**config.mk**
```make
export PLATFORM = sky130hd
export DESIGN_NAME = rf_wb_arbiter
export DESIGN_NICKNAME = d
export VERILOG_FILES = /design/src/rtl/rf_wb_arbiter.sv
export SDC_FILE = /design/constraint.sdc
export NUM_CORES = 1
export LEC_CHECK = 0
export ABC_AREA = 0
export CORE_ASPECT_RATIO = 0.75
export CORE_UTILIZATION = 50
export DETAILED_ROUTE_END_ITERATION = 6
export DONT_BUFFER_PORTS = 1
export GPL_TIMING_DRIVEN = 0
export PLACE_DENSITY_LB_ADDON = 0.3
export SLEW_MARGIN = 20
export SYNTH_ARGS = -nofsm -noshare
export SYNTH_HDL_FRONTEND = slang
export SYNTH_SLANG_ARGS = --single-unit
```
**constraint.sdc**
```tcl
create_clock -name clk -period 2.5 [get_ports clk]
set_input_delay 0.5 -clock clk [delete_from_list [all_inputs] [get_ports clk]]
set_output_delay 0.5 -clock clk [all_outputs]
set_load 0.02 [all_outputs]
```
**src/rtl/rf_wb_arbiter.sv**
```systemverilog
// Register-file write-back arbiter: two requesters (ALU = A, load = B) share one registered write port.
// Optional macro RF_WB_RR_EN selects round-robin conflict resolution; otherwise the load port always wins.
module rf_wb_arbiter (
    input  logic        clk,
    input  logic        rst,
    input  logic        a_valid,
    input  logic [4:0]  a_addr,
    input  logic [31:0] a_data,
    output logic        a_ready,
    input  logic        b_valid,
    input  logic [4:0]  b_addr,
    input  logic [31:0] b_data,
    output logic        b_ready,
    output logic        RegWrite,
    output logic [4:0]  rc,
    output logic [31:0] dc,
    input  logic [4:0]  qa,
    output logic        qa_hit,
    output logic [15:0] conflicts
);

    localparam logic GRANT_A = 1'b0;
    localparam logic GRANT_B = 1'b1;

    logic        last_grant;
    logic        conflict;
    logic        b_wins;
    logic        xfer;
    logic [4:0]  xfer_addr;
    logic [31:0] xfer_data;

`ifdef RF_WB_RR_EN
    assign b_wins = (last_grant == GRANT_A);
`else
    // last_grant is still tracked in this build, but only for observability.
    logic last_grant_unused;
    assign last_grant_unused = last_grant;
    assign b_wins = 1'b1;
`endif

    // Handshake: a word moves when X_valid && X_ready in the same cycle; the
    // requester keeps valid/addr/data stable until then. Ready is withheld
    // during reset and at most one ready is ever high.
    always_comb begin
        conflict  = a_valid && b_valid;
        a_ready   = !rst && a_valid && !(b_valid && b_wins);
        b_ready   = !rst && b_valid && (!a_valid || b_wins);
        xfer      = a_ready || b_ready;
        xfer_addr = b_ready ? b_addr : a_addr;
        xfer_data = b_ready ? b_data : a_data;
    end

    always_ff @(posedge clk) begin
        if (rst) begin
            RegWrite   <= 1'b0;
            rc         <= 5'd0;
            dc         <= 32'd0;
            conflicts  <= 16'd0;
            last_grant <= GRANT_A;
        end else begin
            // Writes to register 0 are accepted but dropped here.
            RegWrite <= xfer && (xfer_addr != 5'd0);
            if (xfer && (xfer_addr != 5'd0)) begin
                rc <= xfer_addr;
                dc <= xfer_data;
            end
            if (xfer) begin
                last_grant <= b_ready ? GRANT_B : GRANT_A;
            end
            if (conflict && (conflicts != 16'hFFFF)) begin
                conflicts <= conflicts + 16'd1;
            end
        end
    end

    assign qa_hit = RegWrite && (rc == qa) && (qa != 5'd0);

endmodule

```
# [Word level (Yosys, flattened, before mapping)]
# Cells that the tools add are included.
[totals] ff_bits=54 latch_bits=0 mem_bits_rw=0 rom_bits=0 in_bits=83 output_inout_bits=57 elab_cells=22 mem_count=0
[classes] addsub=1 mul=0 div=0 order_cmp=0 eq_ne=2 n_shift=0 muxes=2 bitwise_logic=0 reduce_logical=13
[op_table] operator="2-to-1 mux 32 bit" count=1
[op_table] operator="adder 16 x 1 -> 16 bit, second input constant" count=1
[op_table] operator="inequality test 16 bit, second input constant" count=1
[op_table] operator="nonzero test 5 bit" count=2
[op_table] operator="logical AND 1 bit" count=8
[op_table] operator="== test 5 bit" count=1
[op_table] operator="2-to-1 mux 5 bit" count=1
[op_table] operator="zero test 1 bit" count=2
[op_table] operator="logical OR 1 bit" count=1

# [Depth between registers and ports, before layout]
# Gate-level depths: netlist of run 1.
[depth] depth_word=5 depth_mapped=7 depth_no_buf=5

# [Least setup slack after synthesis of run 1]
# No wires, ideal clock.
[synth_timing] path_kind="input -> register" start="in rst" end="reg rc[2]" setup_time_ps=89 t_arrival_ps=2059 required_time_ps=2411 path_slack_ps=352 cell_stages=6 n_path_buf=2 cell_sequence="nor3b_1 > o21a_1 > buf_6 > clkbuf_1 > nor3_1 > a311oi_2"
[synth_between] elab_chain_cells=5 word_cells_on_any_way=8 cone_classes="mux (1); reduce/logical (7)"
[synth_lines] item="from (decl)" line_no="5" rtl="input logic rst,"
[synth_lines] item="zero test 1 bit" line_no="46, 47"
[synth_lines] item="logical AND 1 bit (on tied branches)" line_no="47, 46"
[synth_lines] item="2-to-1 mux 5 bit or logical AND 1 bit (tied branches)" line_no="49, 46"
[synth_lines] item="nonzero test 5 bit or logical OR 1 bit (tied branches)" line_no="63, 48"
[synth_lines] item="logical AND 1 bit" line_no="63" rtl="if (xfer && (xfer_addr != 5'd0)) begin"
[synth_lines] item="to (signal assigned)" line_no="64" rtl="rc <= xfer_addr;"
[synth_lines] item="to (decl)" line_no="15" rtl="output logic [4:0] rc,"
# Parallel ways exist; a longest one is shown, timed or not.
# A chain may end at the register's enable or synchronous reset.

# [Worst setup path in the final report of run 1]
[layout_timing] start="reg conflicts[8]" end="reg conflicts[3]"
[layout_between] elab_chain_cells=2
[layout_lines] item="from (decl)" line_no="19" rtl="output logic [15:0] conflicts"
[layout_lines] item="from (signal assigned)" line_no="71" rtl="conflicts <= conflicts + 16'd1;"
[layout_lines] item="inequality test 16 bit" line_no="70" rtl="if (conflict && (conflicts != 16'hFFFF)) begin"
[layout_lines] item="logical AND 1 bit" line_no="70"
# No other way between the ends.

==> reports/summary.txt, run 1 <==
Post-DRT Antenna Nets: 0
CTS H-tree lvls: 2
full die area: 0.00570 sq mm
max frequency: 465 MHz
final core occ: 0.576
skew final: 0.00223 ns
Avg WL per Cell: 18.3 um
post_cts resized: 0
Multi-input gate area: 0.00149 sq mm
Worst-Margin Slew: 0.804 ns
largest net degree at the start of global routing: 16
FFs w/ async S/R, synth: 0
Setup WS pre-CTS: -0.127 ns
num rows: 22
die height: 65.6 um
IO buf count: 0
unique cell type count in the Yosys netlist: 36
max_slew headroom: 0.464
Final #Nets: 417
GR Overflow Total: 0
Core ar.: 0.00504 sq mm
Fin. Hold Viols: 0
final hold slack: 0.349 ns
sequential share of power: 0.578
status: finished, final reports clean
Via density: 6.21
Pins Over Slew Limit: 0
worst vdd ir: 0.423 mV
Root Driver: clkbuf_8
# setup viols final: 0
synth warn: 0
Reg area: 0.00108 sq mm
post-CTS setup buffer count: 0
sequential area share after synthesis: 0.401
Clock Latency Late Sink: 0.30 ns
boundary pin count: 140
clock buffer depth: 2
Post-synth EDFFs: 0
Clk pwr share: 0.283
Main synth FF type: dfxtp_1
P&R area growth vs syn: 7.47%
RSZ-0062 raised after global routing: no
Vias: 2522
CP endpoint kind: flip-flop
Syn Area/Cell: 8.27 sq um
Cell Int Power: 0.00124 W
gate count after technology mapping: 326
crit path max fanout: 10
Final Critical Period: 2.15 ns
Sw Ratio: 0.302
hold_buf cts: 0
share of cells above drive strength 1: 0.105
final worst setup slack: 0.349 ns
final wirelength: 7.44 mm
Total GRT Usage: 0.258
Pre-antenna DRT Iters: 4
Worst Path Required: 2.73 ns
critical path type: flip-flop to flip-flop
fin crit share: 0.860
CTS Sinks: 54
fillers: 496
maxcap violations: 0
Leakage: 0.985 nW
first-pass GRT wire length: 11.5 mm
Critical Path AT: 2.38 ns
Hold WC Path Type: input pin to flip-flop
Die X-Extent: 86.8 um
type of origin of the critical path: flip-flop
Power Total: 0.00177 W
pwr dens: 612 mW/mm^2
Synthesized Nets: 410
vias in the first global route: 2364
register bit total from synthesis: 54
Clk pin slew, worst setup/hold paths: 0.09 ns
Switch Pwr: 0.000536 W
dpl hpwl: 5.43 mm
mapped cell area: 0.00270 sq mm
initial antenna violation count: 0
ANT cells: 0
CTS buffer count: 5
drt drc: 0
Initial Util: 0.536
CTS tree: built
combinational share of power: 0.138
GPL Wtd Cong: 0.838
initial drt markers: 123
## stage by stage
stage	cell area, sq um	std cells	setup TNS (ns)
CTS	2880	406	0
detailed placement	2790	398	-2.33
floorplan	2700	326	0
global route	2900	406	0
global placement	2790	398	-1.78
finish	2900	406	0
## final timing paths
check,startpoint,end,slack [ns],cells past startpoint
max,conflicts[8],conflicts[3],0.35,5
min,a_addr[0],rc[0],0.35,2
max reg2reg,conflicts[8],conflicts[3],0.35,5
min reg2reg,conflicts[11],conflicts[11],0.60,2
## Yosys cell counts (all sizes together) (3+ instances only)
| cell | count | area, sq um |
|---|---|---|
| a21oi | 11 | 55.1 |
| a311oi | 36 | 440 |
| and3 | 3 | 18.8 |
| buf | 5 | 50.0 |
| clkbuf | 21 | 78.8 |
| dfxtp | 54 | 1080 |
| inv | 5 | 18.8 |
| nand2 | 80 | 300 |
| nand3 | 5 | 25.0 |
| nand4 | 6 | 37.5 |
| nor2 | 8 | 30.0 |
| nor2b | 3 | 18.8 |
| nor3 | 41 | 205 |
| nor4 | 3 | 18.8 |
| o21ai | 10 | 50.1 |
| o31ai | 3 | 22.5 |
| or3 | 6 | 37.5 |
| or4 | 5 | 37.5 |
| xor2 | 4 | 35.0 |
## flip-flops by register name, summed over array words and instances, names as in the netlist
| name | count |
|---|---|
| rc | 5 |
| conflicts | 16 |
| dc | 32 |
| RegWrite | 1 |
## power by group through the flow
stage	clock network (W)	registers [W]	logic, W
2_1_floorplan	0	0.00103	0.000202
3_3_place_gp	0	0.00104	0.000239
3_5_place_dp	0	0.00105	0.000246
4_1_cts	0.000511	0.00103	0.000247
5_1_grt	0.000546	0.00103	0.000273
6_report	0.000503	0.00103	0.000246
## placed cells by master, fill, tap and decap left out, drive strengths merged, types with 6 or more instances in the layout
cell type / synthesis / layout
nand2: 80 / 80
dfxtp: 54 / 54
nor3: 41 / 41
a311oi: 36 / 36
clkbuf: 21 / 28
a21oi: 11 / 11
o21ai: 10 / 10
nor2: 8 / 8
nand4: 6 / 6
or3: 6 / 6
## logic make-up (layout without fill, tap and decap cells)
family                   count (synthesis)  count (layout)  share of synthesized area
AO/OA/AOI/OAI                           67              67                      0.231
flip-flops                              54              54                      0.401
XOR/XNOR                                 5               5                     0.0162
multiplexers                             1               1                    0.00417
buffers and inverters                   31              39                     0.0547
adder cells (fa/ha/maj)                  1               1                    0.00464
AND/OR/NAND/NOR                        167             167                      0.289
## worst max-delay path: stages (launching register included)
cell	delay, ns
dfxtp_1	0.55
nand4_1	0.36
nor4_4	0.52
clkbuf_1	0.35
o21ai_0	0.15
a21oi_1	0.15
## final cells by class
cell class,instances,area share
plain buffers,26,0.0445
inverters,5,0.00647
clock buffers,7,0.0298
well taps,72,0.0311
multi-input cells,241,0.514
flip-flops and latches,54,0.373
clock inverters,1,0.00173
## layer usage
layer  vias to the layer above  track usage  wire length [um]
li1                       1207            -                 -
met1                      1181        0.341              3280
met2                       125        0.428              3410
met3                         9       0.0553               662
met4                         0       0.0667                88
met5                         -            0                 0
Note: power is estimated with default switching activity, not from simulation.
==> run 2, diff against run 1 <==
--- a/config.mk
+++ b/config.mk
@@ -10,7 +10,9 @@
 export CORE_UTILIZATION = 50
 export DETAILED_ROUTE_END_ITERATION = 6
 export DONT_BUFFER_PORTS = 1
+export GPL_ROUTABILITY_DRIVEN = 0
 export GPL_TIMING_DRIVEN = 0
+export MAX_ROUTING_LAYER = met4
 export PLACE_DENSITY_LB_ADDON = 0.3
 export SLEW_MARGIN = 20
 export SYNTH_ARGS = -nofsm -noshare
==> run 2 against run 1 <==
Effect of this change:
- combinational power hardly changed
- global-route usage grew 0.74 points
- count of clock-buffer cells in the layout stayed put
- power about the same
- clock power about the same
- wire length shrank 0.22%
- register-to-register slack about the same
- largest power group unchanged
==> reports/summary.txt, run 2 (same netlist as run 1, synthesis figures left out) <==
Post-DRT Antenna Nets: 0 (unchanged)
Total Neg Setup Slack: 0 ns (unchanged)
Root Driver: clkbuf_8
Fin. Hold Viols: 0 (unchanged)
Total GRT Usage: 0.266 (+0.00742)
placed instance area: 0.00279 sq mm (unchanged)
Pre-antenna DRT Iters: 4 (unchanged)
pwr dens: 612 mW/mm^2 (about the same)
Initial Util: 0.536 (unchanged)
max_slew headroom: 0.471 (+0.00632)
type of origin of the critical path: flip-flop
Clk pin slew, worst setup/hold paths: 0.09 ns (about the same)
vias in the first global route: 2373 (+0.38%)
post_cts resized: 0 (unchanged)
Final Critical Period: 2.14 ns (-0.00592 ns)
CTS buffer count: 5 (unchanged)
share of cells above drive strength 1: 0.105 (unchanged)
initial antenna violation count: 0 (unchanged)
IO buf count: 0 (unchanged)
Critical Path AT: 2.37 ns (about the same)
critical-path cell list: nand4_1, nor4_4, clkbuf_1, o21ai_0, a21oi_1
ANT cells: 0 (unchanged)
most frequent cells in the layout: nand2_1, dfxtp_1, nor3_1, clkbuf_1, a311oi_2
Clock Latency Late Sink: 0.30 ns (about the same)
CP endpoint kind: flip-flop
Core ar.: 0.00504 sq mm (unchanged)
skew final: 0.00261 ns (+0.000384 ns)
largest net degree at the start of global routing: 16 (unchanged)
final hold slack: 0.349 ns (-0.000449 ns)
CTS H-tree lvls: 2 (unchanged)
num rows: 22 (unchanged)
status: finished, final reports clean
clock buffer depth: 2 (unchanged)
most common cell after layout, fill and taps aside: nand2_1
GR Overflow Total: 0 (unchanged)
Worst-Margin Slew: 0.794 ns (-0.00948 ns)
maxcap violations: 0 (unchanged)
Worst Path Required: 2.73 ns (about the same)
Avg WL per Cell: 18.3 um (-0.22%)
# setup viols final: 0 (unchanged)
first-pass GRT wire length: 11.4 mm (about the same)
dpl hpwl: 5.43 mm (unchanged)
registers with the most flip-flops: dc: 32 flops, conflicts: 16 flops, rc: 5 flops
critical path type: flip-flop to flip-flop
Final #Nets: 417 (unchanged)
fin crit share: 0.858 (-0.00237)
Reg area: 0.00108 sq mm (unchanged)
CTS tree: built
CTS Sinks: 54 (unchanged)
Hold WC Path Type: input pin to flip-flop
final instance area: 0.00290 sq mm (unchanged)
post-CTS setup buffer count: 0 (unchanged)
initial drt markers: 110 (-11%)
hold_buf cts: 0 (unchanged)
Power Total: 0.00177 W (about the same)
boundary pin count: 140 (unchanged)
largest reg by FF count: dc
CP max stage delay: 0.55 ns (about the same)
drt drc: 0 (unchanged)
Vias: 2509 (-0.52%)
max frequency: 466 MHz (+0.28%)
max reg flops: 32 (unchanged)
full die area: 0.00570 sq mm (unchanged)
RSZ-0062 raised after global routing: no
slowest CP cell: dfxtp_1
Pins Over Slew Limit: 0 (unchanged)
Multi-input gate area: 0.00149 sq mm (unchanged)
Via density: 6.18 (-0.52%)
worst vdd ir: 0.422 mV (-0.12%)
crit path max fanout: 10 (unchanged)
die height: 65.6 um (unchanged)
Die X-Extent: 86.8 um (unchanged)
P&R area growth vs syn: 7.47% (unchanged)
Leakage: 0.985 nW (unchanged)
final wirelength: 7.42 mm (-0.22%)
fillers: 496 (unchanged)
## run 2: cell counts in the layout (fill, tap and decap cells not counted)
Identical to the previous run, type by type.
## run 2: critical path: cells and delay by family (launching register included)
kind | cells | cell delay (ns)
AO/OA/AOI/OAI | 2 | 0.30
buffers and inverters | 1 | 0.35
flip-flops | 1 | 0.55
AND/OR/NAND/NOR | 2 | 0.87
## run 2: worst paths after layout
kind	depth (start not counted)	slack (ns)	endpoint	startpoint
min	2	0.35	rc[0]	a_addr[0]
max	5	0.36	conflicts[3]	conflicts[8]
max reg2reg	5	0.36	conflicts[3]	conflicts[8]
min reg2reg	2	0.60	conflicts[11]	conflicts[11]
## run 2: final cells by class
| type | count | area share |
|---|---|---|
| Buffer | 26 | 0.0445 |
| Multi-Input combinational cell | 241 | 0.514 |
| Inverter | 5 | 0.00647 |
| Sequential cell | 54 | 0.373 |
| Clock inverter | 1 | 0.00173 |
| Tap cell | 72 | 0.0311 |
| Clock buffer | 7 | 0.0298 |
## run 2: report_power, final
part	internal, W	total, W	leakage, nW	switching [W]
Sequential	0.000915	0.00103	0.444	0.000112
Clock	0.000224	0.000502	0.0482	0.000278
Combinational	0.0000992	0.000245	0.493	0.000146
Total	0.00124	0.00177	0.985	0.000536
## run 2: stage by stage
step	std cells	utilization	setup slack, ns
final	406	0.576	0.355
after CTS	406	0.572	0.0407
after global routing	406	0.576	0.0875
after floorplan	326	-	0.352
after global placement	398	0.553	-0.114
after detailed placement	398	0.553	-0.127
## run 2: routing by layer
layer,GRT usage,vias to the layer above,share of wire
met5,-,-,0
met4,0.0667,0,0.0097
met3,0.0540,6,0.080
met2,0.429,111,0.47
met1,0.342,1182,0.44
li1,-,1210,-
==> run 3, diff against run 2 <==
--- a/config.mk
+++ b/config.mk
@@ -7,11 +7,11 @@
 export LEC_CHECK = 0
 export ABC_AREA = 0
 export CORE_ASPECT_RATIO = 0.75
+export CORE_MARGIN = 2
 export CORE_UTILIZATION = 50
 export DETAILED_ROUTE_END_ITERATION = 6
 export DONT_BUFFER_PORTS = 1
 export GPL_ROUTABILITY_DRIVEN = 0
-export GPL_TIMING_DRIVEN = 0
 export MAX_ROUTING_LAYER = met4
 export PLACE_DENSITY_LB_ADDON = 0.3
 export SLEW_MARGIN = 20
==> run 3 against run 2 <==
Effect of this change:
- sequential cell count unchanged
- global-route usage down 4.1 points
- non-clock buffer count down 17
- power down 1.9%
- die area up 5.4%
- setup slack better by 0.082 ns
- clock skew up 0.0031 ns
- combinational power down 10%
- first-iteration DRC count up 36%
- design area down 1.9%
- critical endpoint is now qa_hit
- largest power group unchanged
- highest routed layer unchanged
==> reports/summary.txt, run 3 (same netlist as run 1, synthesis figures left out) <==
worst vdd ir: 0.264 mV (-37%)
Worst-Margin Slew: 0.532 ns (-0.262 ns)
Fin. Hold Viols: 0 (unchanged)
boundary pin count: 140 (unchanged)
pwr dens: 612 mW/mm^2 (about the same)
critical path type: flip-flop to output pin
Vias: 2430 (-3.1%)
final wirelength: 6.98 mm (-6.0%)
initial drt markers: 150 (+36%)
num rows: 23 (+4.5%)
max reg flops: 32 (unchanged)
Clk pin slew, worst setup/hold paths: 0.10 ns (about the same)
Hold WC Path Type: input pin to flip-flop
CP max stage delay: 0.52 ns (-0.03 ns)
Initial Util: 0.512 (-0.0233)
first-pass GRT wire length: 10.3 mm (-9.6%)
combinational share of power: 0.126 (-0.012)
Pre-antenna DRT Iters: 4 (unchanged)
largest net degree at the start of global routing: 59 (+43)
WP buf/inv: 0 (-1)
FF-to-FF Start: conflicts[0]
CTS tree: built
CTS buffer count: 5 (unchanged)
placed instance area: 0.00275 sq mm (-1.2%)
Via density: 6.20 (+0.31%)
slowest CP cell: dfxtp_1
die height: 67.6 um (+3.0%)
RSZ-0062 raised after global routing: no
Hold Path Stages: 1 (-1)
registers with the most flip-flops: dc: 32 flops, conflicts: 16 flops, rc: 5 flops
share of cells above drive strength 1: 0.123 (+0.0182)
CTS H-tree lvls: 2 (unchanged)
WHS Endpoint: conflicts[10]
ANT cells: 0 (unchanged)
Clk pwr share: 0.285 (+0.002)
Worst Reg-to-Reg Cells: 5 (unchanged)
Pins Over Slew Limit: 0 (unchanged)
Core ar.: 0.00527 sq mm (+4.5%)
IO buf count: 0 (unchanged)
most frequent cells in the layout: nand2_1, dfxtp_1, nor3_1, a311oi_2, a311oi_1
crit path max fanout: 4 (-6)
Sw Ratio: 0.290 (-0.0115)
P&R area growth vs syn: 5.47%
drt drc: 0 (unchanged)
full die area: 0.00600 sq mm (+5.4%)
CTS Sinks: 54 (unchanged)
hold_buf cts: 0 (unchanged)
vias in the first global route: 2140 (-9.8%)
Switch Pwr: 0.000506 W (-5.6%)
Cell Int Power: 0.00124 W (-0.27%)
post_cts resized: 0 (unchanged)
type of origin of the critical path: flip-flop
status: finished, final reports clean
critical path's top delay family: simple AND/OR/NAND/NOR gates
R2R Path End: conflicts[14]
Post-DRT Antenna Nets: 0 (unchanged)
CP endpoint kind: output pin
Leakage: 0.964 nW (-2.1%)
clock buffer depth: 2 (unchanged)
sequential share of power: 0.589 (+0.010)
skew final: 0.00573 ns (+0.00312 ns)
Critical Path AT: 1.56 ns (-0.81 ns)
dpl cells: 384 (-3.5%)
Clock Latency Late Sink: 0.30 ns (about the same)
most common cell after layout, fill and taps aside: nand2_1
max frequency: 485 MHz (+4.0%)
post-CTS setup buffer count: 0 (unchanged)
fin crit share: 0.825 (-0.0326)
Total GRT Usage: 0.225 (-0.0408)
Final Critical Period: 2.06 ns (-0.0815 ns)
Avg WL per Cell: 17.8 um (-2.6%)
Final #Nets: 400 (-4.1%)
critical-path cell list: xor2_1, nor3_1, nand3_1, nor2_1
initial antenna violation count: 0 (unchanged)
largest reg by FF count: dc
hold path startpoint: rst
final instance area: 0.00285 sq mm (-1.9%)
maxcap violations: 0 (unchanged)
dpl hpwl: 4.95 mm (-8.7%)
Die X-Extent: 88.8 um (+2.3%)
Finished Layout Cells: 392 (-3.4%)
GR Overflow Total: 0 (unchanged)
# setup viols final: 0 (unchanged)
max_slew headroom: 0.645 (+0.175)
r2r setup slk: 0.60 ns (+0.24 ns)
Root Driver: clkbuf_8
Worst Path Required: 2.00 ns (-0.73 ns)
Total Neg Setup Slack: 0 ns (unchanged)
==> run 3: cell types whose count changed in the layout (fill, tap and decap cells not counted), sizes merged <==
| cell | previous run | this run |
|---|---|---|
| buf | 5 | 9 |
| clkbuf | 28 | 7 |
==> run 3: metal layers <==
metal | GRT usage | vias to the layer above | share of wire
met5 | - | - | 0
met4 | 0.0530 | 0 | 0.0089
met3 | 0.0648 | 4 | 0.098
met2 | 0.357 | 113 | 0.47
met1 | 0.284 | 1135 | 0.42
li1 | - | 1178 | -
==> run 3: worst max path at each step <==
| stage | slack [ns] | endpoint | startpoint | depth (start not counted) |
|---|---|---|---|---|
| CTS | 0.42 | qa_hit | rc[2] | 4 |
| floorplan | 0.35 | rc[2] | rst | 6 |
| global route | 0.29 | qa_hit | rc[2] | 4 |
| detailed placement | 0.34 | dc[12] | a_addr[3] | 5 |
| global placement | 0.40 | dc[12] | a_addr[3] | 5 |
| finish | 0.44 | qa_hit | rc[2] | 4 |
==> run 3: stage by stage <==
stage	utilization	worst slack (ns)	power, W	hold WS [ns]
2_1_floorplan	-	0.352	0.00123	0.548
3_3_place_gp	0.523	0.399	0.00126	0.560
3_5_place_dp	0.523	0.342	0.00127	0.568
4_1_cts	0.540	0.423	0.00176	0.247
5_1_grt	0.540	0.286	0.00183	0.235
6_report	0.540	0.437	0.00174	0.264
==> run 3: power by group through the flow <==
| stage | registers, W | clock network [W] | logic, W |
|---|---|---|---|
| global route | 0.00103 | 0.000549 | 0.000246 |
| CTS | 0.00103 | 0.000513 | 0.000222 |
| global placement | 0.00105 | 0 | 0.000215 |
| floorplan | 0.00103 | 0 | 0.000202 |
| finish | 0.00103 | 0.000496 | 0.000220 |
| detailed placement | 0.00105 | 0 | 0.000221 |
==> run 3: layout make-up <==
class,instances,area (sq um)
Tap cell,75,93.8
Inverter,5,18.8
Clock inverter,1,5.00
Sequential cell,54,1080
Fill cell,506,2420
Timing Repair Buffer,9,80.1
Clock buffer,7,86.3
Multi-Input combinational cell,241,1480
==> run 3: worst register-to-register path: cells and delay by family (launching register included) <==
kind                     cells  cell delay (ns)
AO/OA/AOI/OAI                2             0.39
flip-flops                   1             0.52
adder cells (fa/ha/maj)      1             0.28
AND/OR/NAND/NOR              2             0.65
